<file path="config.mk">
export PLATFORM = sky130hd
export DESIGN_NAME = id00001001_stream_sequencer
export DESIGN_NICKNAME = d
export VERILOG_FILES = /design/src/rtl/id00001001_stream_sequencer.sv
export SDC_FILE = /design/constraint.sdc
export NUM_CORES = 1
export LEC_CHECK = 0
export CORE_ASPECT_RATIO = 1.1
export CORE_MARGIN = 10
export CORE_UTILIZATION = 30
export CTS_BUF_LIST = sky130_fd_sc_hd__clkbuf_8
export DETAILED_ROUTE_END_ITERATION = 10
export HOLD_SLACK_MARGIN = 0.12
export PLACE_DENSITY = 0.78
export SKIP_LAST_GASP = 1
export SLEW_MARGIN = 0
export SYNTH_ARGS = -nofsm -noshare
export SYNTH_HDL_FRONTEND = slang
export SYNTH_SLANG_ARGS = --single-unit
</file>
<file path="constraint.sdc">
create_clock -name clk -period 2.4 [get_ports clk]
set_clock_uncertainty 0.15 [all_clocks]
set_input_delay 0.48 -clock clk [delete_from_list [all_inputs] [get_ports clk]]
set_output_delay 0.48 -clock clk [all_outputs]
set_load 0.02 [all_outputs]
</file>
<file path="src/rtl/id00001001_stream_sequencer.sv">
// Purpose: core-side job sequencer; streams N words MemIn0 -> datapath -> MemOut0, drives busy/done.
// Latency: start at cycle 0 -> busy and first read at 1, first datapath word at 3, done one cycle after last write.
// Backpressure: one-word hold register plus the memory output stage; dp_in_ready low stalls reads, en_s low freezes all state.
//
// Ports:
//   clk, rst_a (sync, active-high), en_s (clock enable)
//   start_IPcore / data_ConfigReg[AW:0]   : job start and word count N (clamped to 2**AW)
//   rd_addr_MemIn0 / data_MemIn0          : MemIn0 read port, data one cycle after address
//   dp_in_valid/dp_in_ready/dp_in_data    : words to the datapath
//   dp_out_valid/dp_out_ready/dp_out_data : results from the datapath
//   wr_en/wr_addr/data_MemOut0            : MemOut0 write port
//   status_IPcore[0] = busy, int_IPcore[0] = done pulse
module id00001001_stream_sequencer #(
    parameter int DATA_WIDTH      = 32,
    parameter int ADDR_WIDTH_MEMI = 6,
    parameter int ADDR_WIDTH_MEMO = 6,
    parameter int STATUS_WIDTH    = 8,
    parameter int INT_WIDTH       = 8
) (
    input  logic                       clk,
    input  logic                       rst_a,
    input  logic                       en_s,
    input  logic                       start_IPcore,
    input  logic [DATA_WIDTH-1:0]      data_ConfigReg,
    output logic [ADDR_WIDTH_MEMI-1:0] rd_addr_MemIn0,
    input  logic [DATA_WIDTH-1:0]      data_MemIn0,
    output logic                       dp_in_valid,
    output logic [DATA_WIDTH-1:0]      dp_in_data,
    input  logic                       dp_in_ready,
    input  logic                       dp_out_valid,
    input  logic [DATA_WIDTH-1:0]      dp_out_data,
    output logic                       dp_out_ready,
    output logic [DATA_WIDTH-1:0]      data_MemOut0,
    output logic [ADDR_WIDTH_MEMO-1:0] wr_addr_MemOut0,
    output logic                       wr_en_MemOut0,
    output logic [STATUS_WIDTH-1:0]    status_IPcore,
    output logic [INT_WIDTH-1:0]       int_IPcore
);

    localparam int AW = ADDR_WIDTH_MEMI;
    localparam int CW = AW + 1;
    localparam logic [CW-1:0] MAX_N  = {1'b1, {AW{1'b0}}};
    localparam logic [CW-1:0] ONE_C  = {{AW{1'b0}}, 1'b1};
    localparam logic [AW-1:0] ONE_A  = {{(AW-1){1'b0}}, 1'b1};

    typedef enum logic [1:0] {S_IDLE, S_RUN, S_DONE} state_t;

    state_t                state_q, state_d;
    logic [CW-1:0]         n_q;
    logic [CW-1:0]         rd_cnt_q;
    logic [CW-1:0]         wr_cnt_q;
    logic                  rd_pending_q;
    logic                  hold_valid_q;
    logic [DATA_WIDTH-1:0] hold_data_q;

    logic [CW-1:0] cfg_n;
    logic [CW-1:0] n_clamp;
    logic          cfg_unused;
    logic          run;
    logic          xfer;
    logic          hold_load;
    logic          rd_issue;
    logic          wr_fire;

    assign cfg_n      = data_ConfigReg[AW:0];
    assign n_clamp    = (cfg_n > MAX_N) ? MAX_N : cfg_n;
    assign cfg_unused = ^data_ConfigReg[DATA_WIDTH-1:AW+1];

    assign run  = en_s && (state_q == S_RUN);
    assign xfer = run && hold_valid_q && dp_in_ready;

    // The in-flight word lands in the hold register once the hold is free
    // or being emptied this cycle; until then the memory keeps re-reading
    // its address, so the memory output acts as the second buffer stage.
    assign hold_load = run && rd_pending_q && (!hold_valid_q || xfer);

    // A new read may be issued whenever the previous one is not stuck,
    // which sustains one word per clock with dp_in_ready held high.
    assign rd_issue = run && (rd_cnt_q < n_q) && (!rd_pending_q || hold_load);

    assign wr_fire = run && dp_out_valid && (wr_cnt_q < n_q);

    // State register
    always_ff @(posedge clk) begin
        if (rst_a) begin
            state_q <= S_IDLE;
        end else if (en_s) begin
            state_q <= state_d;
        end
    end

    // Next-state logic
    always_comb begin
        state_d = state_q;
        unique case (state_q)
            S_IDLE: begin
                if (start_IPcore) begin
                    state_d = (n_clamp != '0) ? S_RUN : S_DONE;
                end
            end
            S_RUN: begin
                if (wr_fire && (wr_cnt_q == n_q - ONE_C)) begin
                    state_d = S_DONE;
                end
            end
            S_DONE:  state_d = S_IDLE;
            default: state_d = S_IDLE;
        endcase
    end

    // Job counters and read buffering
    always_ff @(posedge clk) begin
        if (rst_a) begin
            n_q          <= '0;
            rd_cnt_q     <= '0;
            wr_cnt_q     <= '0;
            rd_pending_q <= 1'b0;
            hold_valid_q <= 1'b0;
            hold_data_q  <= '0;
        end else if (en_s) begin
            if (state_q == S_IDLE) begin
                if (start_IPcore) begin
                    n_q          <= n_clamp;
                    rd_cnt_q     <= '0;
                    wr_cnt_q     <= '0;
                    rd_pending_q <= 1'b0;
                    hold_valid_q <= 1'b0;
                end
            end else if (state_q == S_RUN) begin
                if (rd_issue) begin
                    rd_cnt_q     <= rd_cnt_q + ONE_C;
                    rd_pending_q <= 1'b1;
                end else if (hold_load) begin
                    rd_pending_q <= 1'b0;
                end
                if (hold_load) begin
                    hold_valid_q <= 1'b1;
                    hold_data_q  <= data_MemIn0;
                end else if (xfer) begin
                    hold_valid_q <= 1'b0;
                end
                if (wr_fire) begin
                    wr_cnt_q <= wr_cnt_q + ONE_C;
                end
            end
        end
    end

    // Outputs
    always_comb begin
        status_IPcore    = '0;
        int_IPcore       = '0;
        status_IPcore[0] = (state_q == S_RUN);
        int_IPcore[0]    = (state_q == S_DONE);

        // While a read is stuck, present its address again so the memory
        // output still carries that word on the next cycle.
        if (rd_pending_q && !rd_issue) begin
            rd_addr_MemIn0 = rd_cnt_q[AW-1:0] - ONE_A;
        end else begin
            rd_addr_MemIn0 = rd_cnt_q[AW-1:0];
        end

        dp_in_valid     = run && hold_valid_q;
        dp_in_data      = hold_data_q;
        dp_out_ready    = run && (wr_cnt_q < n_q);
        wr_en_MemOut0   = wr_fire;
        wr_addr_MemOut0 = wr_cnt_q[ADDR_WIDTH_MEMO-1:0];
        data_MemOut0    = dp_out_data;
    end

endmodule

</file>
==> reports/qor.yml, run 1 <==
status:
  status: "complete, but fails checks"
  violations: "setup timing"
critical_path:
  required_ps: 1770
  arrival_ps: 2130
  endpoint_kind: "primary output"
  cpMaxStageDelayCell: "dfxtp_2"
  cp-start-kind: "flop"
  worst-path-max-fanout: 4
  crit_type: "reg2out"
  cpPeakStageDelay_ps: 340
  path_cells: "inv_2 -> ha_4 -> a21o_1 -> a31oi_4 -> o21bai_4 -> nand2_4 -> nor4b_4 -> xor2_2 -> buf_6"
sta:
  fin_crit_sh: 1.150
  rsz0062_at_grt: "yes"
  min_period_ps: 2761
  finalHoldViolations: 0
  worst_pin_slew_ps: 503.5
  setup_viol: 7
  timing.fmax_mhz: 362.2
  maxSlewHeadroom: 0.6617
  slew_viol_final: 0
  fin_ws_ps: -360.7
flow_run:
  maxCapViolations: 0
power_and_ir_drop:
  vdd_ir_drop_max_mv: 0.3063
  switching_share: 0.2718
  combPwrFrac: 0.204
  power_density_nw_per_um2: 510.0
  p_seq_frac: 0.391
  p_sw_mw: 0.6761
  p_total_mw: 2.488
  p_int_mw: 1.812
  total_leakage_power_nw: 1.871
  clkPwrFrac: 0.405
route:
  drc: 0
  vias_per_cell: 4.751
  first_pass_iters: 4
  postRouteAntennaNets: 0
  routedWlPerCell_um: 15.43
  drt_wl_total_um: 10400
  vias: 3202
  first_iter_violations: 76
final_layout:
  layout_common_cells: "nand2_1, clkdlybuf4s50_1, buf_4, a21oi_1, dfxtp_1"
  fillers: 1003
  diodes: 0
  multi_input_area_um2: 1879
  final_common_cell: "nand2_1"
  layout.nets: 646
  drive_gt1_frac: 0.2486
  syn_to_final_growth_pct: 50.25
  seq_area_um2: 1152
cts:
  clk_latency_ps: 350
  clock_path_buffers: 2
  cts_tree: "yes"
  postCtsHoldBufs: 0
  root_buffer: "clkbuf_8"
  cts_buffers: 9
  clk_pin_slew_ps: 70
  h-tree-depth: 3
  clock-sinks: 57
synth:
  synth_edf_count: 0
  ys_seq_area_frac: 0.3514
  async_reset_ff_frac: 0
  yosysWarnings: 0
  syn_inst: 417
  ys.flop_type: "dfxtp_1"
  ys_ff_latch: 57
  synth.cell_area_um2: 3247
  syn_avg_cell_area_um2: 7.786
  synth.distinct_cells: 46
worst_hold_path:
  hp-class: "reg2reg"
floorplanning:
  start_util: 0.3095
  fp-row-count: 39
  dieArea_um2: 15390
  die_y_um: 129.1
  pin_count: 197
  die_x_um: 119.2
  core-area_um2: 10490
global_route:
  antenna_found_initial: 1
  grt_pass1_wl_um: 16190
  grt_max_degree: 49
  grt-ovfl-total: 0
  grt_use_total: 0.1296
  grt_pass1_vias: 3366
place:
  dp_hpwl_um: 7694
  dpl_worst_slack_ps: -826.4
  portBuffers: 93
  gp_congestion: 0.8770
[registers in the layout, summed over array words and instances, names as in the netlist]
signal and flops:
n_q 7, hold_valid_q 1, dp_in_data 32, rd_cnt_q 7, state_q 2, wr_cnt_q 7
rd_pending_q 1
[through the flow]
step | utilization | setup TNS, ps | hold slack (ps) | instance area, um2 | instances
3_5_place_dp | 0.4249 | -6920 | 296.5 | 4458 | 651
3_3_place_gp | 0.4249 | -6311 | 291.2 | 4458 | 651
2_1_floorplan | - | -14.42 | 295.0 | 3400 | 430
4_1_cts | 0.4545 | -1677 | 305.0 | 4768 | 670
6_report | 0.4650 | -1877 | 301.9 | 4878 | 674
5_1_grt | 0.4650 | -2884 | 325.5 | 4878 | 674
[power by group through the flow]
stage,combinational [mW],clock [mW],sequential [mW]
4_1_cts,0.482,1.03,0.973
6_report,0.508,1.01,0.973
3_3_place_gp,0.446,0,0.993
3_5_place_dp,0.455,0,0.994
5_1_grt,0.545,1.07,0.975
2_1_floorplan,0.311,0,1.01
[worst max-delay path: cells and delay by family (launching register included)]
family	cells	cell delay [ps]
AND/OR/NAND/NOR	2	410
AO/OA/AOI/OAI	3	410
adder cells (fa/ha/maj)	1	260
flip-flops	1	340
buffers and inverters	2	190
XOR/XNOR	1	170
[logic make-up after synthesis]
| group | after synthesis | synth area share |
|---|---|---|
| compound gates | 90 | 0.1626 |
| fa+ha+maj | 17 | 0.06551 |
| xor+xnor | 16 | 0.04316 |
| buf+inv | 84 | 0.1572 |
| flops | 57 | 0.3514 |
| simple gates | 152 | 0.2189 |
| other cells | 1 | 0.001155 |
[final timing paths]
check / slack, ps / end / cells past startpoint / start
setup / recovery: -360 / rd_addr_MemIn0[4] / 9 / n_q[2]$_SDFFE_PP0P_
hold / removal: 300 / dp_in_data[22]$_SDFFE_PP0P_ / 2 / dp_in_data[22]$_SDFFE_PP0P_
setup reg to reg: 90 / wr_cnt_q[3]$_SDFFE_PP0P_ / 11 / n_q[1]$_SDFFE_PP0P_
hold reg to reg: 300 / dp_in_data[22]$_SDFFE_PP0P_ / 2 / dp_in_data[22]$_SDFFE_PP0P_
[cells in the mapped netlist (2+ instances only)]
library cell,count,share of area
nand2_1,86,0.099
a21oi_1,57,0.088
dfxtp_1,57,0.35
buf_4,52,0.12
ha_1,17,0.066
inv_1,17,0.020
clkbuf_1,15,0.017
nor2_1,15,0.017
xnor2_1,11,0.030
nand3_1,9,0.014
nand3b_1,9,0.021
o21ai_0,6,0.0092
or3_1,5,0.0096
xor2_1,5,0.013
nor2b_1,4,0.0077
nor3_1,4,0.0062
a211oi_1,3,0.0069
a21o_1,3,0.0069
and2_1,3,0.0058
and3_1,3,0.0058
nand4_1,3,0.0058
o211ai_1,3,0.0069
a22oi_1,2,0.0046
a31oi_1,2,0.0039
nand2b_1,2,0.0039
nor4_1,2,0.0039
o22ai_1,2,0.0039
or4_1,2,0.0046
[layer usage]
metal	GRT usage	vias to the layer above	wire (um)
li1	-	1561	-
met1	0.1185	1490	3772
met2	0.2358	125	5494
met3	0.06038	24	830
met4	0.07045	2	286
met5	0	-	13
[cell type report]
class                      instances  share of cell area
clock buffer                      10             0.02821
clock inverter                     5             0.01488
inverter                          17             0.01308
multi-input combinational        289              0.3852
sequential                        57              0.2362
tap                              143             0.03668
timing repair buffer             153              0.2857
[repair_timing]
action                                 CTS  global route
buffers inserted                         4             4
resized for setup                       62            17
setup endpoints to repair               10            12
endpoints found under the hold margin    0             0
pin swaps                               14            16
cloned                                   0             0
Note: power is estimated with default switching activity, not from simulation.
==> run 2: changes to the inputs <==
PLACE_DENSITY = not set   (was 0.78)
PLACE_DENSITY_LB_ADDON = 0.08   (was not set)
==> run 2 against run 1 <==
The flow still finishes with violations (setup timing); cell count is 0.45% lower; non-clock buffer count fell by 4; final area shrank 0.28%; largest power group unchanged.
==> reports/qor.yml, run 2 (synthesis gave the netlist of run 1 again) <==
cts:
  clk_pin_slew_ps: 70  # about the same
  postCtsHoldBufs: 0  # unchanged
  h-tree-depth: 3  # unchanged
  root_buffer: "clkbuf_8"
  clk_latency_ps: 350  # about the same
  clock_path_buffers: 2  # unchanged
  cts_tree: "yes"
  cts_buffers: 9  # unchanged
  clock-sinks: 57  # unchanged
critical_path:
  ff2ff_path_depth: 11  # unchanged
  arrival_ps: 2050  # -80 ps
  cp.buffers_inverters: 2  # unchanged
  cp-endpoint: "rd_addr_MemIn0[4]"
  crit_type: "reg2out"
  rr_endpoint: "wr_cnt_q[4]$_SDFFE_PP0P_"
  worst-path-max-fanout: 4  # unchanged
  cp-startpoint: "n_q[6]$_SDFFE_PP0P_"
  cpMaxStageDelayCell: "dfxtp_2"
  required_ps: 1770  # about the same
  critical-path-top-delay-family: "simple AND/OR/NAND/NOR gates"
  endpoint_kind: "primary output"
  path_cells: "inv_2 -> ha_4 -> nand2_2 -> o2111ai_2 -> o21bai_4 -> nand2_4 -> nor4b_4 -> xor2_2 -> buf_6"
  cp.depth: 9  # unchanged
  cp-start-kind: "flop"
  rrSetupSlack_ps: 90  # about the same
  r2r-start: "n_q[1]$_SDFFE_PP0P_"
  cpPeakStageDelay_ps: 340  # about the same
sta:
  slew_viol_final: 0  # unchanged
  worst_pin_slew_ps: 518.5  # +15.01 ps
  timing.fmax_mhz: 373.1  # +3.0%
  rsz0062_at_grt: "yes"
  whs_ps: 303.2  # +1.271 ps
  setup_viol: 7  # unchanged
  finalHoldViolations: 0  # unchanged
  fin_ws_ps: -280.5  # +80.22 ps
  fin_crit_sh: 1.117  # -0.03342
  maxSlewHeadroom: 0.6543  # -0.007422
  min_period_ps: 2681  # -80.22 ps
status:
  status: "complete, but fails checks"
  violations: "setup timing"
floorplanning:
  core-area_um2: 10490  # unchanged
  dieArea_um2: 15390  # unchanged
  die_x_um: 119.2  # unchanged
  fp-row-count: 39  # unchanged
  start_util: 0.3095  # unchanged
  die_y_um: 129.1  # unchanged
  pin_count: 197  # unchanged
global_route:
  grt_pass1_vias: 3161  # -6.1%
  use_met1: 0.1335  # +0.01500
  grt.busiest_layer: "met2"
  grt_use_met3: 0.06603  # +0.005647
  grt-ovfl-total: 0  # unchanged
  grt_use_total: 0.1264  # -0.003128
  use_met2: 0.2139  # -0.02182
  antenna_found_initial: 0  # -1
  grt_max_degree: 49  # unchanged
  grt_pass1_wl_um: 15900  # -1.7%
route:
  routedWlPerCell_um: 14.43  # -6.5%
  drc: 0  # unchanged
  vias_per_cell: 4.459  # -6.1%
  postRouteAntennaNets: 0  # unchanged
  vias: 2992  # -6.6%
  drt_wl_total_um: 9681  # -6.9%
  first_pass_iters: 4  # unchanged
  first_iter_violations: 80  # +5.3%
power_and_ir_drop:
  power_density_nw_per_um2: 512.6  # +0.52%
  vdd_ir_drop_max_mv: 0.3195  # +4.3%
  total_leakage_power_nw: 1.860  # -0.59%
place:
  portBuffers: 93  # unchanged
  gp_congestion: 0.7684  # -12%
  dp_hpwl_um: 7382  # -4.1%
  dp_cells: 652  # +0.15%
final_layout:
  drive_gt1_frac: 0.2500  # +0.001412
  layout.nets: 642  # -0.62%
  multi_input_area_um2: 1866  # -0.73%
  syn_to_final_growth_pct: 49.83
  seq_area_um2: 1151  # -0.11%
  fin_util: 0.4637  # -0.001312
  largest_reg_flops: 32  # unchanged
  fillers: 1061  # +5.8%
  fin_cells: 671  # -0.45%
  final_common_cell: "nand2_1"
  diodes: 0  # unchanged
  layout_common_cells: "nand2_1, clkdlybuf4s50_1, buf_4, a21oi_1, dfxtp_1"
worst_hold_path:
  hp-class: "reg2reg"
flow_run:
  maxCapViolations: 0  # unchanged
## run 2: routing by layer
layer / share of wire / wire length (um)
met5: 0 / 0
met1: 0.40 / 3902
met3: 0.096 / 934
met4: 0.012 / 117
met2: 0.49 / 4727
## run 2: tightest hold or removal path: stages (launching register included)
cell and delay (ps):
dfxtp_1 310, nand2_1 50, a21oi_1 50
## run 2: worst min path at each step
stage,from,end,slack [ps],depth (start not counted)
after floorplan,n_q[5]$_SDFFE_PP0P_,n_q[5]$_SDFFE_PP0P_,290,2
after global placement,dp_in_data[24]$_SDFFE_PP0P_,dp_in_data[24]$_SDFFE_PP0P_,290,2
after detailed placement,dp_in_data[8]$_SDFFE_PP0P_,dp_in_data[8]$_SDFFE_PP0P_,300,2
after CTS,dp_in_data[20]$_SDFFE_PP0P_,dp_in_data[20]$_SDFFE_PP0P_,310,2
after global routing,dp_in_data[8]$_SDFFE_PP0P_,dp_in_data[8]$_SDFFE_PP0P_,320,2
final,dp_in_data[8]$_SDFFE_PP0P_,dp_in_data[8]$_SDFFE_PP0P_,300,2
## run 2: metrics by stage
step                      setup WS, ps  cell area, um2  power (mW)  setup TNS [ps]
after CTS                       -360.0            4821       2.527           -1853
after global routing            -388.8            4865       2.616           -2397
final                           -280.5            4865       2.494           -1530
after detailed placement        -836.8            4481       1.455           -7491
after global placement          -842.3            4481       1.454           -7835
after floorplan                 -14.42            3400       1.317          -14.42
## run 2: final cells by class
cell class	count	share of cell area
clock buffer	10	0.02829
clock inverter	6	0.01878
inverter	17	0.01312
multi-input combinational	289	0.3835
sequential	57	0.2366
tap	143	0.03678
timing repair buffer	149	0.2829
## run 2: power by group
part | total, mW | leakage [nW] | switching [mW] | internal (mW)
logic | 0.490 | 1.29 | 0.248 | 0.243
clock network | 1.03 | 0.105 | 0.418 | 0.614
registers | 0.972 | 0.464 | 0.00866 | 0.963
## run 2: what timing repair did
| item | CTS | global route |
|---|---|---|
| gates resized for setup | 67 | 14 |
| setup endpoints to repair | 10 | 14 |
| setup buffers | 4 | 1 |
| pin swaps | 17 | 12 |
==> run 3: changes to the inputs <==
CTS_BUF_LIST = sky130_fd_sc_hd__clkbuf_16   (was sky130_fd_sc_hd__clkbuf_8)
RECOVER_POWER = 25   (was not set)
==> run 3 against run 2 <==
The run still ends with setup timing left; critical path depth unchanged; wire length rose by 0.89%; core utilization up 0.87 points; worst hold slack got worse by 2.5 ps; sequential power about the same; global-route usage about the same; clock power grew 33%; worst setup slack gained 30 ps; combinational power about the same; sequential share of layout area shrank 0.44 points; total power grew 14%; register-to-register slack hardly changed; critical endpoint unchanged; largest cell class unchanged; highest routed layer unchanged.
==> reports/qor.yml, run 3 (synthesis gave the netlist of run 1 again) <==
sta:
  rsz0062_at_grt: "yes"
  whs_ps: 300.8  # -2.457 ps
  finalHoldViolations: 0  # unchanged
  timing.fmax_mhz: 377.4  # +1.2%
  fin_crit_sh: 1.104  # -0.01271
  setup_tns_ps: -1324  # +205.9 ps
  min_period_ps: 2650  # -30.49 ps
  worst_pin_slew_ps: 527.4  # +8.865 ps
  setup_viol: 7  # unchanged
  maxSlewHeadroom: 0.6484  # -0.005910
  fin_ws_ps: -250.0  # +30.49 ps
  slew_viol_final: 0  # unchanged
cts:
  cts_tree: "yes"
  h-tree-depth: 3  # unchanged
  clk_latency_ps: 320  # -30 ps
  clock-sinks: 57  # unchanged
  clock_path_buffers: 2  # unchanged
  clk_pin_slew_ps: 60  # about the same
  postCtsHoldBufs: 0  # unchanged
  root_buffer: "clkbuf_16"
  cts_buffers: 9  # unchanged
final_layout:
  final_common_cell: "nand2_1"
  layout.nets: 642  # unchanged
  drive_gt1_frac: 0.2481  # -0.001894
  diodes: 0  # unchanged
  syn_to_final_growth_pct: 52.64
  layout_common_cells: "nand2_1, clkdlybuf4s50_1, buf_4, a21oi_1, dfxtp_1"
  fin_cells: 671  # unchanged
  fillers: 1052  # -0.85%
  largest_reg_flops: 32  # unchanged
route:
  drt_wl_total_um: 9767  # +0.89%
  routedWlPerCell_um: 14.56  # +0.89%
  postRouteAntennaNets: 0  # unchanged
  vias_per_cell: 4.474  # +0.33%
  first_iter_violations: 93  # +16%
  vias: 3002  # +0.33%
  drc: 0  # unchanged
  first_pass_iters: 4  # unchanged
global_route:
  grt-ovfl-total: 0  # unchanged
  grt_max_degree: 49  # unchanged
  grt_pass1_vias: 3148  # -0.41%
  use_met2: 0.2152  # +0.001303
  antenna_found_initial: 0  # unchanged
  use_met1: 0.1348  # +0.001279
  grt_use_total: 0.1267  # +0.0002729
  grt_use_met3: 0.06212  # -0.003910
  grt_pass1_wl_um: 15990  # +0.52%
  grt.busiest_layer: "met2"
place:
  portBuffers: 93  # unchanged
  dpl_worst_slack_ps: -836.8  # unchanged
  gp_congestion: 0.7684  # unchanged
  dp_hpwl_um: 7382  # unchanged
  dp_cells: 652  # unchanged
critical_path:
  arrival_ps: 2020  # -30 ps
  cp-start-kind: "flop"
  ff2ff_path_depth: 11  # unchanged
  rrSetupSlack_ps: 100  # about the same
  required_ps: 1770  # about the same
  rr_endpoint: "wr_cnt_q[4]$_SDFFE_PP0P_"
  endpoint_kind: "primary output"
  worst-path-max-fanout: 4  # unchanged
  crit_type: "reg2out"
  r2r-start: "n_q[1]$_SDFFE_PP0P_"
flow_run:
  maxCapViolations: 0  # unchanged
floorplanning:
  pin_count: 197  # unchanged
  die_x_um: 119.2  # unchanged
  fp-row-count: 39  # unchanged
  start_util: 0.3095  # unchanged
  core-area_um2: 10490  # unchanged
  dieArea_um2: 15390  # unchanged
  die_y_um: 129.1  # unchanged
worst_hold_path:
  min_from: "dp_in_data[8]$_SDFFE_PP0P_"
  min_to: "dp_in_data[8]$_SDFFE_PP0P_"
  hold_depth: 2  # unchanged
  hp-class: "reg2reg"
power_and_ir_drop:
  total_leakage_power_nw: 1.903  # +2.3%
  vdd_ir_drop_max_mv: 0.3007  # -5.9%
  power_density_nw_per_um2: 571.6  # +12%
status:
  violations: "setup timing"
  status: "complete, but fails checks"
-- run 3: how the worst max path moves through the flow --
stage                              from  cells past startpoint                 to  slack, ps
global route        n_q[6]$_SDFFE_PP0P_                      9  rd_addr_MemIn0[4]       -360
detailed placement          dp_in_ready                      9  rd_addr_MemIn0[5]       -840
finish              n_q[6]$_SDFFE_PP0P_                      9  rd_addr_MemIn0[4]       -250
floorplan           n_q[4]$_SDFFE_PP0P_                      8  rd_addr_MemIn0[3]        -10
global placement                   en_s                      8  rd_addr_MemIn0[3]       -840
CTS                 n_q[6]$_SDFFE_PP0P_                      9  rd_addr_MemIn0[4]       -330
-- run 3: routing by layer --
layer,wire (um),up-vias
met5,0,-
met1,3987,1349
met4,115,0
li1,-,1553
met2,4764,91
met3,899,9
-- run 3: timing repair --
| action | 4_1_cts | 5_1_grt |
|---|---|---|
| gates resized for setup | 67 | 14 |
| setup endpoints to repair | 9 | 15 |
| endpoints found under the hold margin | 0 | 0 |
| buffers inserted | 4 | 1 |
| cloned | 0 | 0 |
| pin swaps | 17 | 12 |
-- run 3: stage by stage --
stage	power (mW)	util	instance area, um2
6_report	2.833	0.4724	4956
5_1_grt	2.958	0.4724	4956
4_1_cts	2.865	0.4682	4912
3_5_place_dp	1.455	0.4271	4481
3_3_place_gp	1.454	0.4271	4481
2_1_floorplan	1.317	-	3400
-- run 3: cell type report --
cell class              count  area (um2)  share of cell area
multi-input cells         289        1866              0.3764
flip-flops and latches     57        1151              0.2323
repair buffers            149        1376              0.2777
inverters                  17       63.81             0.01288
clock inverters             7       95.09             0.01919
clock buffers               9       225.2             0.04544
well taps                 143       178.9             0.03610
-- run 3: worst max-delay path, stage by stage, from the launching register on --
cell	delay, ps
dfxtp_2	330
inv_2	50
ha_4	270
nand2_2	50
o2111ai_2	180
o21bai_4	170
nand2_4	100
nor4b_4	260
xor2_2	160
buf_6	130
-- run 3: power by group --
part	internal (mW)	switching [mW]	total, mW
clock network	0.905	0.462	1.37
registers	0.964	0.00861	0.973
logic	0.244	0.249	0.492
total	2.11	0.719	2.83
